<file path="config.mk">
export PLATFORM = sky130hd
export DESIGN_NAME = idex_pipe_reg
export DESIGN_NICKNAME = d
export VERILOG_FILES = /design/src/rtl/idex_pipe_reg.sv
export SDC_FILE = /design/constraint.sdc
export NUM_CORES = 1
export LEC_CHECK = 0
export BUFFER_PORTS_ARGS = -buffer_cell sky130_fd_sc_hd__buf_4
export CAP_MARGIN = 20
export CORE_AREA = 5 5 124 126
export DETAILED_ROUTE_END_ITERATION = 16
export DIE_AREA = 0 0 129 131
export PLACE_DENSITY = 0.87
export SETUP_SLACK_MARGIN = 0.15
export SYNTH_ARGS = -nofsm -noshare
export SYNTH_HDL_FRONTEND = slang
export SYNTH_SLANG_ARGS = --single-unit
</file>
<file path="constraint.sdc">
create_clock -name clk -period 4.8 [get_ports clk]
set_input_delay 0.24 -clock clk [delete_from_list [all_inputs] [get_ports clk]]
set_output_delay 0.24 -clock clk [all_outputs]
set_load 0.01 [all_outputs]
</file>
<file path="src/rtl/idex_pipe_reg.sv">
// ID/EX pipeline register with load-use hazard detection and flush-to-bubble conversion.
// Define IDEX_PERF_CNT_EN to add the bubble_cnt/flush_cnt performance counters.
module idex_pipe_reg #(
   parameter int XLEN     = 32,
   parameter int REGIDX_W = 5
) (
   input  logic                clk,
   input  logic                rstn,
   input  logic                hold,
   input  logic                flush,
   input  logic                id_valid,
   input  logic                id_RegWrite,
   input  logic                id_MemWrite,
   input  logic                id_MemRead,
   input  logic [4:0]          id_ALUOp,
   input  logic [4:0]          id_NPCOp,
   input  logic                id_ALUSrc,
   input  logic [1:0]          id_WDSel,
   input  logic                id_use_rs1,
   input  logic                id_use_rs2,
   input  logic [XLEN-1:0]     id_pc,
   input  logic [XLEN-1:0]     id_rd1,
   input  logic [XLEN-1:0]     id_rd2,
   input  logic [XLEN-1:0]     id_imm,
   input  logic [REGIDX_W-1:0] id_rs1,
   input  logic [REGIDX_W-1:0] id_rs2,
   input  logic [REGIDX_W-1:0] id_rd,
   output logic                ex_valid,
   output logic                ex_RegWrite,
   output logic                ex_MemWrite,
   output logic                ex_MemRead,
   output logic [4:0]          ex_ALUOp,
   output logic [4:0]          ex_NPCOp,
   output logic                ex_ALUSrc,
   output logic [1:0]          ex_WDSel,
   output logic [XLEN-1:0]     ex_pc,
   output logic [XLEN-1:0]     ex_rd1,
   output logic [XLEN-1:0]     ex_rd2,
   output logic [XLEN-1:0]     ex_imm,
   output logic [REGIDX_W-1:0] ex_rs1,
   output logic [REGIDX_W-1:0] ex_rs2,
   output logic [REGIDX_W-1:0] ex_rd,
`ifdef IDEX_PERF_CNT_EN
   output logic [31:0]         bubble_cnt,
   output logic [31:0]         flush_cnt,
`endif
   output logic                lu_stall
);

   logic haz;
   logic bubble;

   // A load writing x0 never produces a value worth waiting for.
   assign haz = id_valid & ex_valid & ex_MemRead & (ex_rd != '0) &
                ((id_use_rs1 & (id_rs1 == ex_rd)) | (id_use_rs2 & (id_rs2 == ex_rd)));

   assign lu_stall = haz & ~flush & ~hold;
   assign bubble   = flush | haz | ~id_valid;

   always_ff @(posedge clk or negedge rstn) begin
      if (!rstn) begin
         ex_valid    <= 1'b0;
         ex_RegWrite <= 1'b0;
         ex_MemWrite <= 1'b0;
         ex_MemRead  <= 1'b0;
         ex_ALUOp    <= '0;
         ex_NPCOp    <= '0;
         ex_ALUSrc   <= 1'b0;
         ex_WDSel    <= '0;
         ex_pc       <= '0;
         ex_rd1      <= '0;
         ex_rd2      <= '0;
         ex_imm      <= '0;
         ex_rs1      <= '0;
         ex_rs2      <= '0;
         ex_rd       <= '0;
      end else if (!hold) begin
         // Data and index fields always follow ID; only control is squashed on a bubble.
         ex_pc  <= id_pc;
         ex_rd1 <= id_rd1;
         ex_rd2 <= id_rd2;
         ex_imm <= id_imm;
         ex_rs1 <= id_rs1;
         ex_rs2 <= id_rs2;
         ex_rd  <= id_rd;
         if (bubble) begin
            ex_valid    <= 1'b0;
            ex_RegWrite <= 1'b0;
            ex_MemWrite <= 1'b0;
            ex_MemRead  <= 1'b0;
            ex_ALUOp    <= '0;
            ex_NPCOp    <= '0;
            ex_ALUSrc   <= 1'b0;
            ex_WDSel    <= '0;
         end else begin
            ex_valid    <= 1'b1;
            ex_RegWrite <= id_RegWrite;
            ex_MemWrite <= id_MemWrite;
            ex_MemRead  <= id_MemRead;
            ex_ALUOp    <= id_ALUOp;
            ex_NPCOp    <= id_NPCOp;
            ex_ALUSrc   <= id_ALUSrc;
            ex_WDSel    <= id_WDSel;
         end
      end
   end

`ifdef IDEX_PERF_CNT_EN
   // Flush takes precedence, so a squashed hazard is counted only as a flush.
   always_ff @(posedge clk or negedge rstn) begin
      if (!rstn) begin
         bubble_cnt <= '0;
         flush_cnt  <= '0;
      end else if (!hold) begin
         if (flush)
            flush_cnt <= flush_cnt + 32'd1;
         else if (haz)
            bubble_cnt <= bubble_cnt + 32'd1;
      end
   end
`endif

endmodule
</file>
==> qor.yml <==
status:
  status: "finished, final reports clean"
power_and_ir_drop:
  power_density_nw_per_um2: 390
  p_total_mw: 3.70
  peakVddDrop_mv: 0.244
  p_leak_nw: 4.48
die:
  initial_core_util_pct: 43.6
  ioPinCount: 327
  fp.dieW_um: 129
  rows: 44
  die_area_um2: 16900
  die_h_um: 131
  core_um2: 14200
global_routing:
  overflow: 0
  antenna_found_initial: 0
  grt_pass1_wl_um: 25800
  grt_pass1_vias: 4977
  grt_usage_pct: 19.9
  grt_start_max_net_pins: 104
clock_network:
  cts_sinks: 160
  root_buffer: "clkbuf_16"
  numCtsBuffers: 17
  clock_latency_ns: 0.41
  clockBufferDepth: 2
  clk_pin_slew_worst_paths_ns: 0.06
  htreeDepth: 4
  postCtsHoldBufs: 1
  cts_tree: "done"
  post_cts_buffers: 0
  ctsResizeCount: 0
synthesis:
  synthMuxAreaShare_pct: 26.0
  synth_top_area_share_pct: 64.6
  synthAdderAreaFrac_pct: 0
  yosysTopAreaCell: "dfrtp_1"
  ys_types: 19
  synthXorXnorAreaFrac_pct: 1.41
  synthArstFlopShare_pct: 100
  synth_area_leaders: "dfrtp_1 65%, mux2_2 26%, a32oi_1 2.3%"
  synthCells: 396
  synthesis.nets: 562
  synth_compound_area_share_pct: 4.28
  synth_most_common_cell: "dfrtp_1"
  seq_area_frac_synth_pct: 64.6
  ys.flop_type: "dfrtp_1"
  syn_area_per_cell_um2: 15.6
  synth-edff-count: 0
  synth-simple-area-share_pct: 1.82
  syn_area_um2: 6200
  synth_commonest_cells: "160 x dfrtp_1, 143 x mux2_2, 18 x nand2_1, 16 x a32oi_1, 16 x o21ai_0"
  synth_seq_cells: 160
  synth_top_family_by_area: "multiplexers"
  yosys_warnings: 0
placed_design:
  io_buffers: 326
  place_area_um2: 8800
  gp_congestion: 0.899
  place_ws_ns: 2.49
  hpwl_um: 13100
layout:
  stdcell_area_um2: 9490
  n_fill_cell: 1016
  antenna_cells: 0
  area_growth_pct: 53.2
  drive_gt1_share_pct: 69.0
  fin_nets: 889
timing:
  fin_ws_ns: 2.35
  fmax_mhz: 408
  worst_pin_slew_ns: 1.09
  drv_slew: 0
  period_minus_slack_ns: 2.45
  rsz0062_at_grt: "false"
  period_share_pct: 51.1
  setup_viol: 0
  tns_ns: 0
  slew_headroom_pct: 27.7
  hold_ws_ns: 0.0490
  finClkSkew_ns: 0.00246
  finalHoldViolCount: 0
routing:
  postRouteAntennaNets: 0
  wl_met2_um: 9080
  wl_met3_um: 1980
  drt-met1-wl_um: 5700
  top_layer: "met4"
  drtIter0Drc: 206
  first_pass_iters: 4
  drt-total-wl_um: 17200
  viasPerCell: 5.00
  wire_per_inst_um: 18.7
  drc: 0
  dr_total_vias: 4604
worst_setup_path:
  path_buf_inv: 1
  crit_family: "simple AND/OR/NAND/NOR gates"
  cp_max_fo: 18
  critPathCaptureType: "output port"
  cp-start-kind: "register"
  slowest_stage: "or4_4"
  crit_chain: "or4_4 > o2111ai_4 > nor4b_1 > buf_4"
  slowest_delay_ns: 0.57
  required_ns: 4.56
  arrival_ns: 2.21
  worst-setup-path-type: "reg2out"
  rrSetupSlack_ns: 2.91
hold_path:
  holdCritPathClass: "in2reg"
job:
  cap_violations: 0
-- area by class of cell --
class	count	area, um^2	area share (%)
Timing Repair Buffer	331	2500	26.4
Clock buffer	20	467	4.92
Inverter	1	3.75	0.0395
Multi-Input combinational cell	212	2080	21.9
Clock inverter	12	205	2.16
Tap cell	184	230	2.42
Sequential cell	160	4000	42.2
-- metal layers --
layer	track usage (%)	vias to the layer above
met4	9.51	0
li1	-	2081
met2	34.1	225
met5	0	-
met3	9.11	32
met1	21.0	2266
-- flip-flops by register name, indices dropped and copies added, names as in the netlist, 2 cells and up --
name      cells
ex_imm       32
ex_pc        32
ex_rd1       32
ex_rd2       32
ex_ALUOp      5
ex_NPCOp      5
ex_rd         5
ex_rs1        5
ex_rs2        5
ex_WDSel      2
-- power by group --
group / leakage (nW) / total [mW] / switching, mW / internal, mW
clock network: 0.323 / 1.50 / 0.530 / 0.968
logic: 2.26 / 0.634 / 0.259 / 0.375
registers: 1.89 / 1.57 / 0.0846 / 1.48
total: 4.48 / 3.70 / 0.874 / 2.83
-- layout by cell type (no fill, tap or decap), drive strengths merged --
master	count
buf	330
dfrtp	160
mux2	143
clkbuf	20
nand2	18
o21ai	17
a32oi	16
xnor2	10
bufinv	5
clkinv	4
nand4	2
clkinvlp	2
inv	2
or4	1
o2111ai	1
o22ai	1
nor4b	1
nor3b	1
a22oi	1
dlygate4sd3	1
-- kinds of logic after synthesis --
kind of cell,Yosys count
AND/OR/NAND/NOR,23
flip-flops,160
XOR/XNOR,10
multiplexers,143
buffers and inverters,24
AO/OA/AOI/OAI,36
-- final timing paths --
check,start,to,cells after the start
worst max-delay path,ex_rd[1],lu_stall,4
worst min-delay path,id_rd2[30],ex_rd2[30],2
worst max register to register,ex_rd[1],ex_NPCOp[3],4
worst min register to register,ex_NPCOp[4],ex_NPCOp[4],2
max in group asynchronous,rstn,ex_pc[24],3
min in group asynchronous,rstn,ex_rd1[11],2
-- per-stage QoR --
stage | util [%] | instances
2_1_floorplan | - | 396
3_3_place_gp | 61.9 | 886
3_5_place_dp | 61.9 | 886
4_1_cts | 66.7 | 919
5_1_grt | 66.8 | 920
6_report | 66.8 | 920
Note: power is estimated with default switching activity, not from simulation.
